--- config.mk ---
export PLATFORM = sky130hd
export DESIGN_NAME = ctr_table_ctrl_flat
export DESIGN_NICKNAME = d
export VERILOG_FILES = /design/src/rtl/ctr_table_if.sv /design/src/rtl/ctr_table_ctrl.sv /design/src/flat_wrapper.sv
export SDC_FILE = /design/constraint.sdc
export NUM_CORES = 1
export LEC_CHECK = 0
export BUFFER_PORTS_ARGS = -buffer_cell sky130_fd_sc_hd__buf_2
export CAP_MARGIN = 20
export CORE_ASPECT_RATIO = 1.75
export CORE_MARGIN = 5
export CORE_UTILIZATION = 30
export DETAILED_ROUTE_END_ITERATION = 7
export GPL_TIMING_DRIVEN = 1
export PLACE_DENSITY = 0.45
export SYNTH_ARGS = -nofsm -noshare
export SYNTH_HDL_FRONTEND = slang
export SYNTH_SLANG_ARGS = --single-unit
--- constraint.sdc ---
create_clock -name clock -period 2.95 [get_ports clock]
set_input_delay 0.1475 -clock clock [delete_from_list [all_inputs] [get_ports clock]]
set_output_delay 0.1475 -clock clock [all_outputs]
set_load 0.01 [all_outputs]
--- src/rtl/ctr_table_if.sv ---
// ctr_table_if: bundles every non-clock signal of the counter-table
// controller.
//   master - the surrounding logic: the branch-predictor lookup/update
//            requester together with the SRAM array. It drives the
//            requests and arr_r_data.
//   slave  - ctr_table_ctrl. It drives the handshake readies, the
//            predict response and the array read/write port.
// Signal groups:
//   flush, init_done                                    table control/status
//   pred_valid/ready/addr, pred_resp_valid/ctr/taken    predict lookup
//   upd_valid/ready/addr/taken                          update request
//   arr_r_en/addr/data, arr_w_en/addr/data/mask         array ports
interface ctr_table_if #(
  parameter int ADDR_W = 9,
  parameter int CTR_W  = 2
);
  logic              flush;
  logic              init_done;

  logic              pred_valid;
  logic              pred_ready;
  logic [ADDR_W-1:0] pred_addr;
  logic              pred_resp_valid;
  logic [CTR_W-1:0]  pred_resp_ctr;
  logic              pred_resp_taken;

  logic              upd_valid;
  logic              upd_ready;
  logic [ADDR_W-1:0] upd_addr;
  logic              upd_taken;

  logic              arr_r_en;
  logic [ADDR_W-1:0] arr_r_addr;
  logic [CTR_W-1:0]  arr_r_data;
  logic              arr_w_en;
  logic [ADDR_W-1:0] arr_w_addr;
  logic [CTR_W-1:0]  arr_w_data;
  logic              arr_w_mask;

  modport master (
    output flush, pred_valid, pred_addr, upd_valid, upd_addr, upd_taken,
           arr_r_data,
    input  init_done, pred_ready, pred_resp_valid, pred_resp_ctr,
           pred_resp_taken, upd_ready, arr_r_en, arr_r_addr, arr_w_en,
           arr_w_addr, arr_w_data, arr_w_mask
  );

  modport slave (
    input  flush, pred_valid, pred_addr, upd_valid, upd_addr, upd_taken,
           arr_r_data,
    output init_done, pred_ready, pred_resp_valid, pred_resp_ctr,
           pred_resp_taken, upd_ready, arr_r_en, arr_r_addr, arr_w_en,
           arr_w_addr, arr_w_data, arr_w_mask
  );
endinterface

--- src/rtl/ctr_table_ctrl.sv ---
// ctr_table_ctrl: sequencer for one saturating-counter table SRAM
// (1 read port with 1-cycle registered read, 1 masked write port).
// After reset or flush it sweeps every entry to INIT_VAL, then shares the
// read port between predict lookups and update read-modify-writes.
// Updates are saturating +1/-1, with a last-write bypass so results never
// depend on the array's read-during-write behaviour.
// Ports:
//   clock    in   sole clock, all state on posedge
//   reset_n  in   asynchronous active-low reset
//   bus      ctr_table_if.slave:
//            flush (in), init_done (out)
//            pred_valid/pred_addr (in), pred_ready (out)
//            pred_resp_valid/pred_resp_ctr/pred_resp_taken (out)
//            upd_valid/upd_addr/upd_taken (in), upd_ready (out)
//            arr_r_en/arr_r_addr (out), arr_r_data (in)
//            arr_w_en/arr_w_addr/arr_w_data/arr_w_mask (out)
module ctr_table_ctrl #(
  parameter int               ADDR_W       = 9,
  parameter int               DEPTH        = 512,
  parameter int               CTR_W        = 2,
  parameter logic [CTR_W-1:0] INIT_VAL     = CTR_W'(2'b10),
  parameter int               STARVE_LIMIT = 4
) (
  input  logic       clock,
  input  logic       reset_n,
  ctr_table_if.slave bus
);

  localparam int                SW       = $clog2(STARVE_LIMIT + 1);
  localparam logic [SW-1:0]     LIMIT    = SW'(STARVE_LIMIT);
  localparam logic [ADDR_W-1:0] LAST_IDX = ADDR_W'(DEPTH - 1);
  localparam logic [CTR_W-1:0]  CTR_MAX  = '1;

  typedef enum logic [1:0] {
    S_RESET = 2'd0,
    S_INIT  = 2'd1,
    S_RUN   = 2'd2
  } state_t;

  function automatic logic [CTR_W-1:0] sat_inc(input logic [CTR_W-1:0] v);
    return (v == CTR_MAX) ? v : v + CTR_W'(1);
  endfunction

  function automatic logic [CTR_W-1:0] sat_dec(input logic [CTR_W-1:0] v);
    return (v == '0) ? v : v - CTR_W'(1);
  endfunction

  // The array may return stale data for an entry written in the same cycle
  // the read was issued; the last-write register holds that newer value.
  function automatic logic [CTR_W-1:0] bypass(
    input logic [ADDR_W-1:0] a,
    input logic              wv,
    input logic [ADDR_W-1:0] wa,
    input logic [CTR_W-1:0]  wd,
    input logic [CTR_W-1:0]  rd
  );
    return (wv && (wa == a)) ? wd : rd;
  endfunction

  state_t            state, state_nxt;
  logic [ADDR_W-1:0] init_idx, init_idx_nxt;

  logic              hold_v;
  logic [ADDR_W-1:0] hold_addr;
  logic              hold_taken;
  logic [SW-1:0]     starve;

  logic              s2_v;
  logic [ADDR_W-1:0] s2_addr;
  logic              s2_taken;

  logic              pr_v;
  logic [ADDR_W-1:0] pr_addr;

  logic              lw_v;
  logic [ADDR_W-1:0] lw_addr;
  logic [CTR_W-1:0]  lw_data;

  logic              run;
  logic              starved;
  logic              block;
  logic              issue;
  logic              pred_ready;
  logic              pred_fire;
  logic              upd_ready;
  logic              upd_fire;
  logic [CTR_W-1:0]  old_ctr;
  logic [CTR_W-1:0]  new_ctr;
  logic [CTR_W-1:0]  resp_ctr;

  logic              r_en;
  logic [ADDR_W-1:0] r_addr;
  logic              w_en;
  logic [ADDR_W-1:0] w_addr;
  logic [CTR_W-1:0]  w_data;

  // ---------------------------------------------------------------------
  // FSM: reset -> init sweep -> run
  // ---------------------------------------------------------------------
  always_ff @(posedge clock or negedge reset_n) begin
    if (!reset_n) begin
      state    <= S_RESET;
      init_idx <= '0;
    end else begin
      state    <= state_nxt;
      init_idx <= init_idx_nxt;
    end
  end

  always_comb begin
    state_nxt    = state;
    init_idx_nxt = init_idx;
    case (state)
      S_RESET: state_nxt = S_INIT;
      S_INIT: begin
        if (bus.flush) begin
          init_idx_nxt = '0;
        end else if (init_idx == LAST_IDX) begin
          state_nxt    = S_RUN;
          init_idx_nxt = '0;
        end else begin
          init_idx_nxt = init_idx + ADDR_W'(1);
        end
      end
      S_RUN: begin
        if (bus.flush) begin
          state_nxt    = S_INIT;
          init_idx_nxt = '0;
        end
      end
      default: state_nxt = S_RESET;
    endcase
  end

  // ---------------------------------------------------------------------
  // Read-port arbitration (stage 1)
  // ---------------------------------------------------------------------
  // Predict normally wins; once a pending update has been blocked
  // STARVE_LIMIT cycles, pred_ready drops and the update takes the port.
  assign run        = (state == S_RUN);
  assign starved    = hold_v && (starve >= LIMIT);
  assign block      = bus.pred_valid && (starve < LIMIT);
  assign issue      = run && hold_v && !block;
  assign pred_ready = run && !starved;
  assign pred_fire  = bus.pred_valid && pred_ready;
  // An update accepted in a flush cycle would be discarded by the flush,
  // so it is not accepted at all.
  assign upd_ready  = run && !bus.flush && (!hold_v || issue);
  assign upd_fire   = bus.upd_valid && upd_ready;

  always_ff @(posedge clock or negedge reset_n) begin
    if (!reset_n) begin
      hold_v <= 1'b0;
      starve <= '0;
      s2_v   <= 1'b0;
      pr_v   <= 1'b0;
      lw_v   <= 1'b0;
    end else begin
      if (bus.flush)    hold_v <= 1'b0;
      else if (upd_fire) hold_v <= 1'b1;
      else if (issue)    hold_v <= 1'b0;

      if (bus.flush || !hold_v || issue) starve <= '0;
      else if (starve < LIMIT)           starve <= starve + SW'(1);

      s2_v <= issue && !bus.flush;
      pr_v <= pred_fire;
      lw_v <= w_en;
    end
  end

  always_ff @(posedge clock) begin
    if (upd_fire) begin
      hold_addr  <= bus.upd_addr;
      hold_taken <= bus.upd_taken;
    end
    if (issue) begin
      s2_addr  <= hold_addr;
      s2_taken <= hold_taken;
    end
    if (pred_fire) pr_addr <= bus.pred_addr;
    if (w_en) begin
      lw_addr <= w_addr;
      lw_data <= w_data;
    end
  end

  // ---------------------------------------------------------------------
  // Stage 2: read data returns, modify, write back
  // ---------------------------------------------------------------------
  assign old_ctr  = bypass(s2_addr, lw_v, lw_addr, lw_data, bus.arr_r_data);
  assign new_ctr  = s2_taken ? sat_inc(old_ctr) : sat_dec(old_ctr);
  assign resp_ctr = pr_v ? bypass(pr_addr, lw_v, lw_addr, lw_data, bus.arr_r_data)
                         : '0;

  always_comb begin
    r_en   = 1'b0;
    r_addr = '0;
    w_en   = 1'b0;
    w_addr = '0;
    w_data = '0;
    if (state == S_INIT) begin
      w_en   = 1'b1;
      w_addr = init_idx;
      w_data = INIT_VAL;
    end else if (run) begin
      if (pred_fire) begin
        r_en   = 1'b1;
        r_addr = bus.pred_addr;
      end else if (issue) begin
        r_en   = 1'b1;
        r_addr = hold_addr;
      end
      if (s2_v && !bus.flush) begin
        w_en   = 1'b1;
        w_addr = s2_addr;
        w_data = new_ctr;
      end
    end
  end

  assign bus.init_done       = run;
  assign bus.pred_ready      = pred_ready;
  assign bus.upd_ready       = upd_ready;
  assign bus.pred_resp_valid = pr_v;
  assign bus.pred_resp_ctr   = resp_ctr;
  assign bus.pred_resp_taken = resp_ctr[CTR_W-1];
  assign bus.arr_r_en        = r_en;
  assign bus.arr_r_addr      = r_addr;
  assign bus.arr_w_en        = w_en;
  assign bus.arr_w_addr      = w_addr;
  assign bus.arr_w_data      = w_data;
  assign bus.arr_w_mask      = 1'b1;

endmodule
--- src/flat_wrapper.sv ---
// flat-port wrapper written by rule: the top's interface ports become plain ports
module ctr_table_ctrl_flat 
#(
  parameter int               ADDR_W       = 9,
  parameter int               DEPTH        = 512,
  parameter int               CTR_W        = 2,
  parameter logic [CTR_W-1:0] INIT_VAL     = CTR_W'(2'b10),
  parameter int               STARVE_LIMIT = 4
)
  (clock, reset_n, bus_flush, bus_pred_valid, bus_pred_addr, bus_upd_valid, bus_upd_addr, bus_upd_taken, bus_arr_r_data, bus_init_done, bus_pred_ready, bus_pred_resp_valid, bus_pred_resp_ctr, bus_pred_resp_taken, bus_upd_ready, bus_arr_r_en, bus_arr_r_addr, bus_arr_w_en, bus_arr_w_addr, bus_arr_w_data, bus_arr_w_mask);
  ctr_table_if #(.ADDR_W(ADDR_W), .CTR_W(CTR_W)) bus_i ();
  input  logic clock;
  input  logic reset_n;
  input wire logic [$bits(bus_i.flush)-1:0] bus_flush;
  input wire logic [$bits(bus_i.pred_valid)-1:0] bus_pred_valid;
  input wire logic [$bits(bus_i.pred_addr)-1:0] bus_pred_addr;
  input wire logic [$bits(bus_i.upd_valid)-1:0] bus_upd_valid;
  input wire logic [$bits(bus_i.upd_addr)-1:0] bus_upd_addr;
  input wire logic [$bits(bus_i.upd_taken)-1:0] bus_upd_taken;
  input wire logic [$bits(bus_i.arr_r_data)-1:0] bus_arr_r_data;
  output wire logic [$bits(bus_i.init_done)-1:0] bus_init_done;
  output wire logic [$bits(bus_i.pred_ready)-1:0] bus_pred_ready;
  output wire logic [$bits(bus_i.pred_resp_valid)-1:0] bus_pred_resp_valid;
  output wire logic [$bits(bus_i.pred_resp_ctr)-1:0] bus_pred_resp_ctr;
  output wire logic [$bits(bus_i.pred_resp_taken)-1:0] bus_pred_resp_taken;
  output wire logic [$bits(bus_i.upd_ready)-1:0] bus_upd_ready;
  output wire logic [$bits(bus_i.arr_r_en)-1:0] bus_arr_r_en;
  output wire logic [$bits(bus_i.arr_r_addr)-1:0] bus_arr_r_addr;
  output wire logic [$bits(bus_i.arr_w_en)-1:0] bus_arr_w_en;
  output wire logic [$bits(bus_i.arr_w_addr)-1:0] bus_arr_w_addr;
  output wire logic [$bits(bus_i.arr_w_data)-1:0] bus_arr_w_data;
  output wire logic [$bits(bus_i.arr_w_mask)-1:0] bus_arr_w_mask;
  assign bus_i.flush = bus_flush;
  assign bus_i.pred_valid = bus_pred_valid;
  assign bus_i.pred_addr = bus_pred_addr;
  assign bus_i.upd_valid = bus_upd_valid;
  assign bus_i.upd_addr = bus_upd_addr;
  assign bus_i.upd_taken = bus_upd_taken;
  assign bus_i.arr_r_data = bus_arr_r_data;
  assign bus_init_done = bus_i.init_done;
  assign bus_pred_ready = bus_i.pred_ready;
  assign bus_pred_resp_valid = bus_i.pred_resp_valid;
  assign bus_pred_resp_ctr = bus_i.pred_resp_ctr;
  assign bus_pred_resp_taken = bus_i.pred_resp_taken;
  assign bus_upd_ready = bus_i.upd_ready;
  assign bus_arr_r_en = bus_i.arr_r_en;
  assign bus_arr_r_addr = bus_i.arr_r_addr;
  assign bus_arr_w_en = bus_i.arr_w_en;
  assign bus_arr_w_addr = bus_i.arr_w_addr;
  assign bus_arr_w_data = bus_i.arr_w_data;
  assign bus_arr_w_mask = bus_i.arr_w_mask;
  ctr_table_ctrl #(.ADDR_W(ADDR_W), .DEPTH(DEPTH), .CTR_W(CTR_W), .INIT_VAL(INIT_VAL), .STARVE_LIMIT(STARVE_LIMIT)) u_core (.clock(clock), .reset_n(reset_n), .bus(bus_i));
endmodule
==> flow_results.xml <==
<?xml version="1.0" encoding="UTF-8"?>
<metrics>
  <group name="drt">
    <metric name="post_drt_wl_per_cell" unit="um">16.2</metric>
    <metric name="detail_route.first_pass.iterations" unit="">4</metric>
    <metric name="detailroute.via_count" unit="">1900</metric>
    <metric name="drt_drc_violations_left" unit="">0</metric>
    <metric name="wl" unit="um">6510</metric>
    <metric name="detailedRoute.firstIterationViolations" unit="">91</metric>
    <metric name="postRouteAntennaNets" unit="">0</metric>
    <metric name="vias_per_cell" unit="">4.74</metric>
  </group>
  <group name="floorplan">
    <metric name="rows" unit="">45</metric>
    <metric name="dieArea" unit="mm^2">0.0109</metric>
    <metric name="floorplan.die.width" unit="um">81.0</metric>
    <metric name="start_util" unit="%">30.5</metric>
    <metric name="ioPinCount" unit="">56</metric>
    <metric name="die_height" unit="um">134</metric>
    <metric name="core" unit="mm^2">0.00867</metric>
  </group>
  <group name="synth">
    <metric name="synth-seq-cells" unit="">58</metric>
    <metric name="synth_top_cells_by_count" unit="">sky130_fd_sc_hd__edfxtp_1, sky130_fd_sc_hd__xnor2_1, sky130_fd_sc_hd__a22o_1, sky130_fd_sc_hd__dfrtp_1</metric>
    <metric name="synth_xor_area_share" unit="%">6.62</metric>
    <metric name="synthesis.area_per_instance" unit="um^2">12.7</metric>
    <metric name="synth.most_common_cell" unit="">sky130_fd_sc_hd__edfxtp_1</metric>
    <metric name="synthDistinctLibCells" unit="">42</metric>
    <metric name="syn-num-nets" unit="">237</metric>
    <metric name="synth_top_family_by_area" unit="">compound AO/OA/AOI/OAI gates</metric>
    <metric name="syn_inst" unit="">208</metric>
    <metric name="synth_compound_area_share" unit="%">14.0</metric>
    <metric name="synth_edf_count" unit="">40</metric>
    <metric name="ys_warnings" unit="">0</metric>
    <metric name="synth_mux_area_share" unit="%">0.803</metric>
    <metric name="synth_sequential_area_ratio" unit="%">62.4</metric>
    <metric name="synthAdderAreaFrac" unit="%">1.42</metric>
    <metric name="ys_async_sr_fraction" unit="%">31.0</metric>
    <metric name="synth.largest_area_cell" unit="">sky130_fd_sc_hd__edfxtp_1</metric>
    <metric name="synth_top_cells_by_area" unit="">sky130_fd_sc_hd__edfxtp_1, sky130_fd_sc_hd__dfrtp_1, sky130_fd_sc_hd__xnor2_1, sky130_fd_sc_hd__a22o_1, sky130_fd_sc_hd__a21oi_1</metric>
    <metric name="synth_flop_cell" unit="">sky130_fd_sc_hd__edfxtp_1</metric>
    <metric name="synth_top_area_share" unit="%">45.4</metric>
    <metric name="simple_gate_share_of_the_synthesized_area" unit="%">12.1</metric>
    <metric name="mappedNetlistArea" unit="mm^2">0.00265</metric>
  </group>
  <group name="placed_design">
    <metric name="place_congestion" unit="">0.730</metric>
    <metric name="dpl.hpwl" unit="um">4920</metric>
    <metric name="numPortBuffers" unit="">54</metric>
  </group>
  <group name="worst_setup_path">
    <metric name="worstPathRequired" unit="ns">3.21</metric>
    <metric name="worstPathCellList" unit="">ha_1 &gt; and3_1 &gt; and3_1 &gt; and3_1 &gt; ha_1 &gt; or4b_4 &gt; or3b_1 &gt; nand2_1</metric>
    <metric name="crit_top_cell" unit="">sky130_fd_sc_hd__and3_1</metric>
    <metric name="timing.critical_path.from_type" unit="">flop</metric>
    <metric name="worstSetupEndpointType" unit="">flop</metric>
    <metric name="critPathTopFamily" unit="">simple AND/OR/NAND/NOR gates</metric>
    <metric name="critical_path.max_stage_delay" unit="ns">0.59</metric>
    <metric name="cpMaxStageDelayCell" unit="">sky130_fd_sc_hd__or4b_4</metric>
    <metric name="cp_num_buf_inv" unit="">0</metric>
    <metric name="setup.worst_path.class" unit="">reg2reg</metric>
    <metric name="arrival" unit="ns">2.85</metric>
    <metric name="critPathMaxFanout" unit="">13</metric>
  </group>
  <group name="timing">
    <metric name="final_min_period_over_clock_period" unit="%">87.7</metric>
    <metric name="finalMaxSlewViolations" unit="">0</metric>
    <metric name="tns" unit="ns">0</metric>
    <metric name="period_needed" unit="ns">2.59</metric>
    <metric name="fin_worst_hold_slack" unit="ns">0.0193</metric>
    <metric name="worst_slew_pin_slew" unit="ns">0.671</metric>
    <metric name="finalSetupViolCount" unit="">0</metric>
    <metric name="timing.final.hold_violations" unit="">0</metric>
    <metric name="timing.clock.skew" unit="ns">0.00652</metric>
    <metric name="max-slew-margin-rel" unit="%">55.3</metric>
    <metric name="unrepaired_setup_endpoints_after_global_routing" unit="">false</metric>
    <metric name="fmaxAchievable" unit="GHz">0.386</metric>
  </group>
  <group name="cts">
    <metric name="clockBufferDepth" unit="">2</metric>
    <metric name="htree_num_levels" unit="">3</metric>
    <metric name="clk_latency" unit="ns">0.32</metric>
    <metric name="cts_made_buffers" unit="">9</metric>
    <metric name="clkSlewWorstSetupHoldPaths" unit="ns">0.05</metric>
    <metric name="cts.repair_timing.setup_buffer_count" unit="">0</metric>
    <metric name="numClockSinks" unit="">58</metric>
    <metric name="clk_root_buffer_cell" unit="">sky130_fd_sc_hd__clkbuf_16</metric>
    <metric name="tritoncts_clock_tree" unit="">done</metric>
  </group>
  <group name="global_routing">
    <metric name="first_global_vias" unit="">2023</metric>
    <metric name="grt_first_pass_wirelength" unit="um">10500</metric>
    <metric name="grt_antenna_before_repair" unit="">0</metric>
    <metric name="globalRouteTotalUtil" unit="%">13.3</metric>
    <metric name="congestion_overflow_gr" unit="">0</metric>
    <metric name="grt_max_degree" unit="">19</metric>
  </group>
  <group name="power_and_ir_drop">
    <metric name="ir_worst_vdd" unit="mV">0.296</metric>
    <metric name="power-per-cell-area" unit="mW/mm^2">563</metric>
    <metric name="leakage" unit="nW">1.42</metric>
  </group>
  <group name="run_status">
    <metric name="outcome" unit="">finished clean</metric>
  </group>
  <group name="min_path">
    <metric name="kind_of_path_behind_the_tightest_hold_check" unit="">in2reg</metric>
  </group>
  <group name="job">
    <metric name="maxCapViolCount" unit="">0</metric>
  </group>
  <group name="final_layout">
    <metric name="ant_diodes" unit="">0</metric>
    <metric name="nNetsFinal" unit="">309</metric>
    <metric name="drive_gt1_share" unit="%">27.1</metric>
    <metric name="layout-area-overhead-vs-synth" unit="%">29.9</metric>
  </group>
</metrics>
-- placed cells by master (no fill, tap or decap), types with 6 or more instances in the layout --
cell type / instances
sky130_fd_sc_hd__buf_2: 54
sky130_fd_sc_hd__clkbuf_16: 9
sky130_fd_sc_hd__dlygate4sd3_1: 11
sky130_fd_sc_hd__nand4_1: 6
sky130_fd_sc_hd__dfrtp_1: 18
sky130_fd_sc_hd__a21oi_1: 13
sky130_fd_sc_hd__xnor2_1: 19
sky130_fd_sc_hd__o21ai_1: 8
sky130_fd_sc_hd__nor2_1: 8
sky130_fd_sc_hd__a22o_1: 18
sky130_fd_sc_hd__nand2_1: 13
sky130_fd_sc_hd__edfxtp_1: 40
-- registers in the layout, indices dropped and copies added (netlist names), 2 cells and up --
register / count
u_core.starve: 3
u_core.hold_addr: 9
u_core.lw_data: 2
u_core.init_idx: 9
u_core.lw_addr: 9
u_core.s2_addr: 9
u_core.pr_addr: 9
u_core.state: 2
-- path summary, 6_finish.rpt --
kind / startpoint / end / slack [ns] / cells past startpoint
worst max-delay path: u_core.init_idx[0]$_DFFE_PN0P_ / u_core.init_idx[4]$_DFFE_PN0P_ / 0.36 / 8
worst min-delay path: bus_pred_addr[3] / u_core.pr_addr[3]$_DFFE_PP_ / 0.02 / 1
worst max register to register: u_core.init_idx[0]$_DFFE_PN0P_ / u_core.init_idx[4]$_DFFE_PN0P_ / 0.36 / 8
worst min register to register: u_core.hold_taken$_DFFE_PP_ / u_core.s2_taken$_DFFE_PN_ / 0.42 / 0
max in group asynchronous: reset_n / u_core.lw_v$_DFF_PN0_ / 2.33 / 2
min in group asynchronous: reset_n / u_core.starve[0]$_DFFE_PN0P_ / 0.30 / 2
-- cells by family (layout without fill, tap and decap cells) --
logic type	Yosys count	in the layout
DFF	58	58
xor gates and xnor gates	20	20
muxes	2	2
adders and majority gates	3	3
and+or+nand+nor	57	57
buffers and inverters	13	89
AOI/OAI and AO/OA	54	54
other	1	1
-- worst register-to-register path, cell delays in order (launching register included) --
cell,delay (ns)
sky130_fd_sc_hd__dfrtp_1,0.42
sky130_fd_sc_hd__ha_1,0.25
sky130_fd_sc_hd__and3_1,0.22
sky130_fd_sc_hd__and3_1,0.19
sky130_fd_sc_hd__and3_1,0.18
sky130_fd_sc_hd__ha_1,0.21
sky130_fd_sc_hd__or4b_4,0.59
sky130_fd_sc_hd__or3b_1,0.40
sky130_fd_sc_hd__nand2_1,0.07
-- routing by layer --
layer | up-vias | global-route usage [%] | share of wire [%]
li1 | 927 | - | -
met4 | 0 | 6.86 | 2.5
met5 | - | 0 | 0
met1 | 916 | 15.1 | 40
met3 | 11 | 4.23 | 5.7
met2 | 46 | 22.0 | 52
-- power by group --
part / leakage [nW] / internal (mW) / switching [mW] / total, mW
Sequential: 0.629 / 0.877 / 0.00786 / 0.885
Combinational: 0.652 / 0.0387 / 0.0364 / 0.0751
Clock: 0.137 / 0.641 / 0.335 / 0.976
Total: 1.42 / 1.56 / 0.379 / 1.94
-- final cells by class --
class	count	area (um^2)
sequential	58	1650
clock buffer	11	233
multi-input combinational	137	935
fill	888	5230
clock inverter	4	43.8
timing repair buffer	69	410
tap	117	146
inverter	5	18.8
-- per-stage QoR --
| stage | std cells | setup WS, ns | util [%] | total power [mW] | instance area [um^2] |
|---|---|---|---|---|---|
| after CTS | 401 | 0.352 | 39.7 | 1.96 | 3440 |
| after detailed placement | 375 | 0.374 | 35.2 | 0.966 | 3050 |
| after floorplan | 208 | 0.546 | - | 0.931 | 2650 |
| after global placement | 375 | 0.414 | 35.2 | 0.964 | 3050 |
| final | 401 | 0.363 | 39.7 | 1.94 | 3440 |
| after global routing | 401 | 0.220 | 39.7 | 2.01 | 3440 |
-- what timing repair did --
action	CTS	global route
gates resized for setup	0	0
hold endpoints to repair	28	0
hold buffers	11	0
Power figures use the tool's default switching activity.
